===== src/rtl/sys_run_ctrl_if.sv =====
// Datapath-side bundle for the run/step controller.
// The controller owns clock-enable and PC-load; the datapath owns PC and exception.
interface sys_run_ctrl_if #(
    parameter int PC_W = 8
);
    logic [PC_W-1:0] pc_in;
    logic            exc_in;
    logic            cpu_en;
    logic            pc_load;
    logic [PC_W-1:0] pc_load_val;

    modport master (
        input  pc_in,
        input  exc_in,
        output cpu_en,
        output pc_load,
        output pc_load_val
    );

    modport slave (
        output pc_in,
        output exc_in,
        input  cpu_en,
        input  pc_load,
        input  pc_load_val
    );
endinterface


===== src/rtl/sys_run_ctrl.sv =====
// Run/step controller: free-run, single-step, PC load, halt, breakpoint
// and exception stop, plus a saturating committed-instruction counter.
module sys_run_ctrl #(
    parameter int CNT_W = 16,
    parameter int PC_W  = 8
) (
    input  logic             SYS_clk,
    input  logic             SYS_reset,
    input  logic             SYS_run,
    input  logic             SYS_step,
    input  logic             SYS_halt,
    input  logic             SYS_load,
    input  logic [PC_W-1:0]  SYS_pc_val,
    input  logic             SYS_bp_en,
    input  logic [PC_W-1:0]  SYS_bp_addr,
    sys_run_ctrl_if.master   dp,
    output logic [2:0]       state,
    output logic             exc_flag,
    output logic [PC_W-1:0]  exc_pc,
    output logic             bp_flag,
    output logic [CNT_W-1:0] cycle_cnt
);

    typedef enum logic [2:0] {
        IDLE = 3'd0,
        LOAD = 3'd1,
        RUN  = 3'd2,
        STEP = 3'd3,
        EXC  = 3'd4
    } state_e;

    localparam logic [CNT_W-1:0] CNT_MAX = {CNT_W{1'b1}};
    localparam logic [CNT_W-1:0] CNT_ONE = {{(CNT_W-1){1'b0}}, 1'b1};

    state_e            state_q, state_d;
    logic [3:0]        in_q;
    logic [3:0]        req_q;
    logic [3:0]        req_in;
    logic [PC_W-1:0]   pc_val_q;
    logic              pc_load_q;
    logic [PC_W-1:0]   pc_load_val_q;
    logic              bp_armed_q;
    logic              exc_flag_q;
    logic [PC_W-1:0]   exc_pc_q;
    logic              bp_flag_q;
    logic [CNT_W-1:0]  cnt_q;

    logic halt_e, load_e, step_e, run_e;
    logic bp_hit;
    logic cpu_en_c;
    logic set_exc;
    logic set_bp;

    // Request order in the vector: {halt, load, step, run}
    assign req_in = {SYS_halt, SYS_load, SYS_step, SYS_run};
    assign halt_e = req_q[3];
    assign load_e = req_q[2];
    assign step_e = req_q[1];
    assign run_e  = req_q[0];

    assign bp_hit = (state_q == RUN) & SYS_bp_en &
                    (dp.pc_in == SYS_bp_addr) & bp_armed_q;

    always_comb begin
        state_d  = state_q;
        cpu_en_c = 1'b0;
        set_exc  = 1'b0;
        set_bp   = 1'b0;
        case (state_q)
            IDLE: begin
                if (halt_e)      state_d = IDLE;
                else if (load_e) state_d = LOAD;
                else if (step_e) state_d = STEP;
                else if (run_e)  state_d = RUN;
            end
            LOAD: state_d = IDLE;
            RUN: begin
                cpu_en_c = ~dp.exc_in & ~bp_hit;
                if (dp.exc_in) begin
                    state_d = EXC;
                    set_exc = 1'b1;
                end else if (bp_hit) begin
                    state_d = IDLE;
                    set_bp  = 1'b1;
                end else if (halt_e) begin
                    state_d = IDLE;
                end else if (load_e) begin
                    state_d = LOAD;
                end
            end
            STEP: begin
                cpu_en_c = ~dp.exc_in;
                if (dp.exc_in) begin
                    state_d = EXC;
                    set_exc = 1'b1;
                end else begin
                    state_d = IDLE;
                end
            end
            EXC: begin
                if (halt_e)      state_d = IDLE;
                else if (load_e) state_d = LOAD;
            end
            default: state_d = IDLE;
        endcase
    end

    always_ff @(posedge SYS_clk or posedge SYS_reset) begin
        if (SYS_reset) begin
            state_q       <= IDLE;
            in_q          <= 4'd0;
            req_q         <= 4'd0;
            pc_val_q      <= '0;
            pc_load_q     <= 1'b0;
            pc_load_val_q <= '0;
            bp_armed_q    <= 1'b0;
            exc_flag_q    <= 1'b0;
            exc_pc_q      <= '0;
            bp_flag_q     <= 1'b0;
            cnt_q         <= '0;
        end else begin
            state_q    <= state_d;
            in_q       <= req_in;
            req_q      <= req_in & ~in_q;
            if (SYS_load & ~in_q[2]) pc_val_q <= SYS_pc_val;
            pc_load_q  <= (state_d == LOAD);
            if (state_d == LOAD) pc_load_val_q <= pc_val_q;
            // Disarmed for the first RUN cycle so a run can leave the bp PC
            bp_armed_q <= (state_q == RUN);
            if (state_q == LOAD) begin
                exc_flag_q <= 1'b0;
                exc_pc_q   <= '0;
                bp_flag_q  <= 1'b0;
                cnt_q      <= '0;
            end else begin
                if (set_exc) begin
                    exc_flag_q <= 1'b1;
                    exc_pc_q   <= dp.pc_in;
                end
                if (set_bp) bp_flag_q <= 1'b1;
                else if (run_e | step_e | load_e) bp_flag_q <= 1'b0;
                if (cpu_en_c && cnt_q != CNT_MAX) cnt_q <= cnt_q + CNT_ONE;
            end
        end
    end

    assign dp.cpu_en      = cpu_en_c;
    assign dp.pc_load     = pc_load_q;
    assign dp.pc_load_val = pc_load_val_q;
    assign state          = state_q;
    assign exc_flag       = exc_flag_q;
    assign exc_pc         = exc_pc_q;
    assign bp_flag        = bp_flag_q;
    assign cycle_cnt      = cnt_q;

endmodule


===== src/flat_wrapper.sv =====
// flat-port wrapper written by rule: the top's interface ports become plain ports
module sys_run_ctrl_flat 
#(
    parameter int CNT_W = 16,
    parameter int PC_W  = 8
)
  (SYS_clk, SYS_reset, SYS_run, SYS_step, SYS_halt, SYS_load, SYS_pc_val, SYS_bp_en, SYS_bp_addr, state, exc_flag, exc_pc, bp_flag, cycle_cnt, dp_pc_in, dp_exc_in, dp_cpu_en, dp_pc_load, dp_pc_load_val);
  sys_run_ctrl_if #(.PC_W(PC_W)) dp_i ();
  input  logic SYS_clk;
  input  logic SYS_reset;
  input  logic SYS_run;
  input  logic SYS_step;
  input  logic SYS_halt;
  input  logic SYS_load;
  input  logic [PC_W-1:0] SYS_pc_val;
  input  logic SYS_bp_en;
  input  logic [PC_W-1:0] SYS_bp_addr;
  output logic [2:0] state;
  output logic exc_flag;
  output logic [PC_W-1:0] exc_pc;
  output logic bp_flag;
  output logic [CNT_W-1:0] cycle_cnt;
  input wire logic [$bits(dp_i.pc_in)-1:0] dp_pc_in;
  input wire logic [$bits(dp_i.exc_in)-1:0] dp_exc_in;
  output wire logic [$bits(dp_i.cpu_en)-1:0] dp_cpu_en;
  output wire logic [$bits(dp_i.pc_load)-1:0] dp_pc_load;
  output wire logic [$bits(dp_i.pc_load_val)-1:0] dp_pc_load_val;
  assign dp_i.pc_in = dp_pc_in;
  assign dp_i.exc_in = dp_exc_in;
  assign dp_cpu_en = dp_i.cpu_en;
  assign dp_pc_load = dp_i.pc_load;
  assign dp_pc_load_val = dp_i.pc_load_val;
  sys_run_ctrl #(.CNT_W(CNT_W), .PC_W(PC_W)) u_core (.SYS_clk(SYS_clk), .SYS_reset(SYS_reset), .SYS_run(SYS_run), .SYS_step(SYS_step), .SYS_halt(SYS_halt), .SYS_load(SYS_load), .SYS_pc_val(SYS_pc_val), .SYS_bp_en(SYS_bp_en), .SYS_bp_addr(SYS_bp_addr), .dp(dp_i), .state(state), .exc_flag(exc_flag), .exc_pc(exc_pc), .bp_flag(bp_flag), .cycle_cnt(cycle_cnt));
endmodule

===== config.mk =====
export PLATFORM = sky130hd
export DESIGN_NAME = sys_run_ctrl_flat
export DESIGN_NICKNAME = d
export VERILOG_FILES = /design/src/rtl/sys_run_ctrl_if.sv /design/src/rtl/sys_run_ctrl.sv /design/src/flat_wrapper.sv
export SDC_FILE = /design/constraint.sdc
export NUM_CORES = 1
export LEC_CHECK = 0
export ABC_AREA = 1
export BUFFER_PORTS_ARGS = -buffer_cell sky130_fd_sc_hd__buf_4
export CAP_MARGIN = 5
export CORE_MARGIN = 3
export CORE_UTILIZATION = 45
export DETAILED_ROUTE_END_ITERATION = 12
export PLACE_DENSITY = 0.78
export SETUP_SLACK_MARGIN = 0.3
export SLEW_MARGIN = 0
export SYNTH_ARGS = -nofsm -noshare
export SYNTH_HDL_FRONTEND = slang
export SYNTH_SLANG_ARGS = --single-unit

===== constraint.sdc =====
create_clock -name SYS_clk -period 1.6 [get_ports SYS_clk]
set_input_delay 0.24 -clock SYS_clk [delete_from_list [all_inputs] [get_ports SYS_clk]]
set_output_delay 0.24 -clock SYS_clk [all_outputs]
set_load 0.03 [all_outputs]

# [Word level (Yosys, flattened, before mapping)]
# Cells that the tools add are included.
[classes] add_sub_neg=1 mul=0 div_mod_pow=0 order_cmp=0 eq_ne=7 shift=0 muxes=25 bitwise_logic=12 n_reduce_logical=6
[op_table] cell="two-way mux 16 bit" n=2
[op_table] cell="two-way mux 3 bit" n=9
[op_table] cell="adder 16 x 1 -> 16 bit, second input constant" n=1
[op_table] cell="two-way mux 8 bit" n=2
[op_table] cell="!= test 16 bit, second input constant" n=1
[op_table] cell="one-hot mux 3 bit (4 select lines)" n=1
[op_table] cell="two-way mux 1 bit" n=10
[op_table] cell="equality test 8 bit" n=1
[op_table] cell="equality test 3 x 1 -> 1 bit, second input constant" n=2
[op_table] cell="equality test 3 x 2 -> 1 bit, second input constant" n=2
[op_table] cell="AND 1 bit" n=5
[op_table] cell="AND 4 bit" n=1
[op_table] cell="inverter 4 bit" n=1
[op_table] cell="nonzero test 2 bit" n=2
[op_table] cell="equality test 3 bit, second input constant" n=1
[op_table] cell="logical NOT 3 bit" n=1
[op_table] cell="inverter 1 bit" n=3
[op_table] cell="nonzero test 3 bit" n=1
[op_table] cell="OR 1 bit" n=2
[op_table] cell="one-hot mux 1 bit (2 select lines)" n=1
[op_table] cell="OR reduction 2 bit" n=1
[op_table] cell="logical AND 1 bit" n=1
[word_totals] register_bits=55 latch_bits=0 ramBits=0 romBits=0 output_inout_bits=39 wordCells=62 mem_count=0

# [Depth between registers and ports, before layout]
# Gate-level depths: netlist (run 1).
[logic_depth] depth_word=10 mapped_depth=12

# [Worst setup path after synthesis (run 1)]
# Ideal clock, no wire load.
[synth_path] path_kind="register to register" start="reg u_core.cnt_q[0], in the netlist u_core.cycle_cnt[0]" end="reg u_core.cnt_q[10], in the netlist u_core.cycle_cnt[10]" setup_ns=0.067 arrival_time_ns=1.836 t_required_ns=1.533 slack_ns=-0.302 stages_incl_launch_ff=11 cell_sequence="dfrtp_1 > ha_1 > nand2_1 > nor2_4 > nand3_2 > nor2_4 > nand4_4 > nand3_4 > buf_6 > nand3_1 > nand2_1"
[synth_via] elab_chain_len=3
[synth_rtl] element="start, declared" line_no="sys_run_ctrl.sv:46" source="logic [CNT_W-1:0] cnt_q;"
[synth_rtl] element="start signal, assigned" line_no="sys_run_ctrl.sv:142" source="if (cpu_en_c && cnt_q != CNT_MAX) cnt_q <= cnt_q + CNT_ONE;"
[synth_rtl] element="adder 16 x 1 -> 16 bit or != test 16 bit (tied branches)" line_no="sys_run_ctrl.sv:142"
[synth_rtl] element="two-way mux 16 bit or logical AND 1 bit (tied branches)" line_no="sys_run_ctrl.sv:142"
[synth_rtl] element="two-way mux 16 bit or nonzero test 2 bit (tied branches)"
# Parallel ways exist; a longest one is shown, timed or not. The select of a mux whose other input is x is not followed.
# A chain may end at the register's enable or synchronous reset.

# [Worst setup path in the final report (run 1)]
[layout_path] start="reg u_core.state_q[2], in the netlist u_core.state[2]" end="out dp_cpu_en"
[layout_via] elab_chain_len=7
[layout_rtl] element="start, declared" line_no="sys_run_ctrl.sv:35" source="state_e state_q, state_d;"
[layout_rtl] element="start signal, assigned" line_no="sys_run_ctrl.sv:122" source="state_q <= state_d;"
[layout_rtl] element="equality test 3 x 2 -> 1 bit" line_no="sys_run_ctrl.sv:61, sys_run_ctrl.sv:69"
[layout_rtl] element="AND 1 bit (2 in series)" line_no="sys_run_ctrl.sv:61" source="assign bp_hit = (state_q == RUN) & SYS_bp_en &"
[layout_rtl] element="AND 1 bit" line_no="sys_run_ctrl.sv:62" source="(dp.pc_in == SYS_bp_addr) & bp_armed_q;"
[layout_rtl] element="inverter 1 bit" line_no="sys_run_ctrl.sv:78" source="cpu_en_c = ~dp.exc_in & ~bp_hit;"
[layout_rtl] element="AND 1 bit" line_no="sys_run_ctrl.sv:78"
[layout_rtl] element="one-hot mux 1 bit (2 select lines) (*)" line_no="sys_run_ctrl.sv:69" source="case (state_q)"
[layout_rtl] element="end, declared" line_no="flat_wrapper.sv:25" source="output wire logic [$bits(dp_i.cpu_en)-1:0] dp_cpu_en;"
# Mark *: on every way between the ends. The rest lies on a longest branch, timed or not.

==> impl_metrics.json, run 1 <==
{
  "worstSetupPathType": "register to primary output",
  "first_iter_violations": 134,
  "routedWlPerCell_um": 14.20,
  "synth_nets": 385,
  "dieHeight_um": 85.20,
  "gp_congestion": 0.9102,
  "finalCritPeriodShare_pct": 108.4,
  "hold_end": "u_core.in_q[2]",
  "die-area_sq_um": 7259,
  "antenna_found_initial": 0,
  "coreArea_sq_um": 5991,
  "die-width_um": 85.20,
  "ctsRootBufferMaster": "clkbuf_8",
  "cts_max_path_buffers": 2,
  "fill_cells": 495,
  "worst_slew_pin_slew_ns": 0.4895,
  "hp-class": "input port to register",
  "io_pins": 71,
  "htree_levels": 2,
  "grt_pass1_vias": 2800,
  "drive_gt1_share_pct": 38.84,
  "syn_inst": 352,
  "critPathArrivalTime_ns": 1.49,
  "antennaDiodeCount": 0,
  "via_per_inst": 5.118,
  "final_cell_mix": "nand2_1 (100), buf_4 (84), dfrtp_1 (46), inv_1 (36), nand3_1 (28)",
  "max_cap_violations": 0,
  "start_kind": "register",
  "drcViolationCount": 0,
  "skew_ns": 0.008727,
  "dr.pass1.iters": 4,
  "portBuffers": 70,
  "holdWs_ns": 0.02550,
  "nets": 498,
  "synth.cell_area_sq_um": 2823,
  "cp_slowest_stage_delay_ns": 0.42,
  "initial_utilization_pct": 47.12,
  "final_common_cell": "nand2_1",
  "ys_types": 30,
  "grt_overflow": 0,
  "max-vdd-ir-drop_mv": 0.8368,
  "yosys_warnings": 0,
  "slew_viol_final": 0,
  "postSynthAreaPerCell_sq_um": 8.019,
  "min_from": "SYS_load",
  "clock_latency_ns": 0.33,
  "grt_max_degree": 36,
  "path_clk_slew_ns": 0.10,
  "crit_fanout": 3,
  "cts_tree": "built",
  "post-place-ws_ns": -0.09068,
  "ys_seq_area_share_pct": 48.76,
  "p_total_mw": 5.404,
  "final_antenna_net_count": 0,
  "cts_made_buffers": 5,
  "reg2reg_to": "u_core.dp.pc_load_val[2]",
  "finalSetupViolCount": 10,
  "rsz0062_at_grt": "yes",
  "r2r_setup_slack_ns": -0.11,
  "critPathRequiredTime_ns": 1.36,
  "worstHoldPathCells": 1,
  "hold_violations": 0,
  "crit_chain": "inv_2, nand2_4, nor2_4, nand2_2, nor2_4, inv_2, nor2_2, nor2_2, buf_6",
  "cts.sinks": 55,
  "power_density_nw_per_um2": 1297,
  "r2r_cells": 11,
  "yosys_register_bits": 55,
  "cpMaxStageDelayCell": "dfrtp_2",
  "leakage_nw": 2.237,
  "dpl.hpwl_um": 5028,
  "fmax_mhz": 576.4,
  "end_kind": "primary output",
  "setup_ws_ns": -0.1349,
  "syn_to_final_growth_pct": 47.61,
  "status": "finished with violations",
  "grt_pass1_wl_um": 12480,
  "maxSlewHeadroom_pct": 67.30,
  "gr-usage-all-layers_pct": 21.30,
  "vias": 2769,
  "min_period_ns": 1.735,
  "failed_checks": "negative setup slack",
  "final_util_pct": 69.55,
  "rr_startpoint": "u_core.state[2]",
  "routed_wirelength_um": 7684,
  "rows": 28
}
logic make-up after synthesis:
| group | synth area share (%) |
|---|---|
| AND/OR/NAND/NOR | 35.86 |
| flip-flops | 48.76 |
| buffers and inverters | 7.402 |
| AO/OA/AOI/OAI | 3.192 |
| XOR/XNOR | 4.344 |
| adder cells (fa/ha/maj) | 0.4432 |
worst max-delay path: cells and delay by family, from the launching register on:
kind                   cells  cell delay, ns
and+or+nand+nor            6            0.49
buffers and inverters      3            0.25
DFF                        1            0.42
per-stage QoR:
step	TNS, ns	std cells	area, sq um
5_1_grt	-2.850	541	4167
2_1_floorplan	-2.023	352	2863
3_3_place_gp	0	514	3662
6_report	-0.9803	541	4167
3_5_place_dp	-0.5610	514	3662
4_1_cts	-0.7936	532	3936
how the worst max path moves through the flow:
stage | start | to
detailed placement | u_core.state[2] | u_core.dp.pc_load_val[4]
finish | u_core.state[2] | dp_cpu_en
floorplan | u_core.cycle_cnt[0] | u_core.cycle_cnt[4]
global route | u_core.state[2] | dp_cpu_en
CTS | u_core.state[2] | dp_cpu_en
global placement | u_core.state[2] | u_core.dp.pc_load_val[0]
sequential cells by signal (all words and copies together), names as in the netlist:
signal                 flops
u_core.dp.pc_load          1
u_core.state               3
u_core.req_q               4
u_core.bp_flag             1
u_core.pc_val_q            8
u_core.bp_armed_q          1
u_core.exc_flag            1
u_core.cycle_cnt          16
u_core.dp.pc_load_val      8
u_core.in_q                4
u_core.exc_pc              8
cell usage after synthesis:
master    instances  area (sq um)
nand2_1         107         401.6
dfrtp_1          55          1376
inv_1            42         157.7
nand3_1          42         210.2
nor2_1           29         108.9
nand4_1          17         106.4
o21ai_0          11         55.05
xor2_1           11         96.34
clkbuf_1          4         15.01
nand3b_1          3         22.52
nor2_4            3         33.78
xnor2_1           3         26.28
buf_2             2         10.01
inv_2             2         7.510
nand3_2           2         20.02
nand3_4           2         35.03
nor2_2            2         12.51
nor3_1            2         10.01
or2_2             2         12.51
a21oi_1           1         5.000
a21oi_4           1         16.27
buf_1             1         3.750
buf_6             1         11.26
clkinv_1          1         3.750
ha_1              1         12.51
nand2_2           1         6.260
nand2_4           1         11.26
nand4_4           1         21.27
o21bai_1          1         7.510
o22ai_1           1         6.260
metal layers:
metal / vias to the layer above / share of wire, % / wire length (um) / GRT usage [%]
li1: 1354 / - / - / -
met4: 0 / 1.5 / 114 / 5.180
met5: - / 0 / 0 / 0
met3: 13 / 5.8 / 443 / 5.340
met2: 80 / 55 / 4190 / 38.63
met1: 1322 / 38 / 2935 / 25.14
what timing repair did:
item	4_1_cts	5_1_grt
pin swaps	7	26
resized for setup	21	45
setup buffers	6	7
hold buffers	1	0
endpoints found under the setup margin	43	49
endpoints found under the hold margin	20	0
gates cloned	3	2
layout make-up:
class,count,area (sq um),area share [%]
Inverter,45,172.7,4.144
Tap cell,75,93.84,2.252
Sequential cell,55,1388,33.30
Clock inverter,2,17.52,0.4204
Timing Repair Buffer,111,980.9,23.54
Multi-Input combinational cell,247,1431,34.35
Clock buffer,6,82.58,1.982
power by group:
group,internal (mW),switching [mW]
combinational,1.11,1.54
clock,0.363,0.493
sequential,1.69,0.205
total,3.16,2.24
Power figures use the tool's default switching activity.
==> run 2: changes to the inputs <==
Settings changed: CORE_UTILIZATION 45 to 35, PLACE_DENSITY 0.78 to 0.65.
==> impl_metrics.json, run 2 (synthesis results as in run 1) <==
{
  "status": "finished with violations",
  "failed_checks": "negative setup slack",
  "gp_congestion": 0.8570,
  "cts.sinks": 55,
  "place_area_sq_um": 3726,
  "nets": 503,
  "clock_latency_ns": 0.31,
  "dp_cells": 545,
  "dr_wl_met3_um": 274,
  "hold_violations": 0,
  "die-area_sq_um": 9179,
  "drive_gt1_share_pct": 39.07,
  "worst_slew_pin_slew_ns": 0.2981,
  "holdWs_ns": 0.03004,
  "antennaDiodeCount": 0,
  "final_antenna_net_count": 0,
  "routed_wirelength_um": 7711,
  "finalCritPeriodShare_pct": 108.6,
  "die-width_um": 95.81,
  "end_kind": "primary output",
  "grt_pass1_vias": 2652,
  "coreArea_sq_um": 7767,
  "syn_to_final_growth_pct": 51.20,
  "wl_met1_um": 3287,
  "leakage_nw": 2.273,
  "htree_levels": 2,
  "cts_max_path_buffers": 2,
  "largest_reg_flops": 16,
  "top_layer": "met4",
  "final_cell_area_sq_um": 4268,
  "max-vdd-ir-drop_mv": 0.6726,
  "dpl.hpwl_um": 5071,
  "power_density_nw_per_um2": 1278,
  "initial_utilization_pct": 36.34,
  "fmax_mhz": 575.4,
  "drcViolationCount": 0,
  "hp-class": "input port to register",
  "worstSetupPathType": "register to primary output",
  "dr.pass1.iters": 5,
  "finalSetupViolCount": 9,
  "skew_ns": 0.005023,
  "antenna_found_initial": 0,
  "rsz0062_at_grt": "yes",
  "min_period_ns": 1.738,
  "crit_fanout": 3,
  "ctsRootBufferMaster": "clkbuf_8",
  "routedWlPerCell_um": 13.46,
  "io_pins": 71,
  "gr-usage-all-layers_pct": 17.30,
  "cts_made_buffers": 5,
  "met2WireLength_um": 4024,
  "grt_max_degree": 56,
  "maxSlewHeadroom_pct": 80.13,
  "rows": 32,
  "final_common_cell": "nand2_1",
  "final_cells": 573,
  "critPathArrivalTime_ns": 1.50,
  "via_per_inst": 4.766,
  "cts_tree": "built",
  "path_clk_slew_ns": 0.11,
  "grt_overflow": 0,
  "tns_ns": -0.8465,
  "dieHeight_um": 95.81,
  "critPathRequiredTime_ns": 1.36,
  "setup_ws_ns": -0.1381,
  "portBuffers": 70,
  "vias": 2731,
  "fill_cells": 719,
  "grt_pass1_wl_um": 12540,
  "max_cap_violations": 0,
  "start_kind": "register",
  "first_iter_violations": 85,
  "final_cell_mix": "nand2_1 (97), buf_4 (88), dfrtp_1 (47), inv_1 (37), nand3_1 (30)",
  "slew_viol_final": 0
}
-- run 2: cell type report --
class | count | area (sq um) | share of cell area, %
Timing Repair Buffer | 116 | 1033 | 24.22
Sequential cell | 55 | 1386 | 32.48
Multi-Input combinational cell | 247 | 1445 | 33.86
Inverter | 45 | 175.2 | 4.104
Clock inverter | 2 | 17.52 | 0.4104
Tap cell | 102 | 127.6 | 2.990
Clock buffer | 6 | 82.58 | 1.935
-- run 2: per-layer routing --
metal,up-vias,track usage (%)
li1,1364,-
met1,1299,21.94
met2,57,29.59
met3,11,3.127
met4,0,5.924
met5,-,0
-- run 2: final timing paths --
path	from	endpoint	slack (ns)	depth (start not counted)
hold / removal	SYS_halt	u_core.in_q[3]	0.03	1
setup / recovery	u_core.state[2]	dp_cpu_en	-0.14	9
max in group asynchronous	SYS_reset	u_core.cycle_cnt[10]	0.78	4
min in group asynchronous	SYS_reset	u_core.dp.pc_load	0.55	4
hold reg to reg	u_core.in_q[1]	u_core.req_q[1]	0.40	1
setup reg to reg	u_core.state[2]	u_core.dp.pc_load_val[2]	-0.10	12
-- run 2: where the power goes --
| part | internal [mW] | switching, mW |
|---|---|---|
| Clock | 0.364 | 0.495 |
| Combinational | 1.12 | 1.55 |
| Sequential | 1.69 | 0.235 |
| Total | 3.18 | 2.28 |
-- run 2: critical path, cell delays in order (launching register included) --
cell     delay, ns
dfrtp_2       0.42
inv_2         0.08
nand2_4       0.05
nor2_4        0.10
nand2_2       0.07
nor2_4        0.10
inv_2         0.06
nor2_4        0.10
nor2_4        0.06
buf_6         0.13
-- run 2: through the flow --
stage	utilization [%]	setup WS (ns)	power, mW
2_1_floorplan	-	-0.1395	3.132
3_3_place_gp	47.97	0.08527	3.971
3_5_place_dp	47.97	0.03319	4.021
4_1_cts	52.30	-0.1553	5.217
5_1_grt	54.95	-0.2154	5.735
6_report	54.95	-0.1381	5.453
-- run 2: timing repair --
item / in CTS / in global routing
hold buffers: 0 / 1
resized for setup: 29 / 45
endpoints found under the setup margin: 36 / 46
endpoints found under the hold margin: 0 / 1
pin swaps: 31 / 9
buffers inserted: 4 / 10
gates cloned: 5 / 0
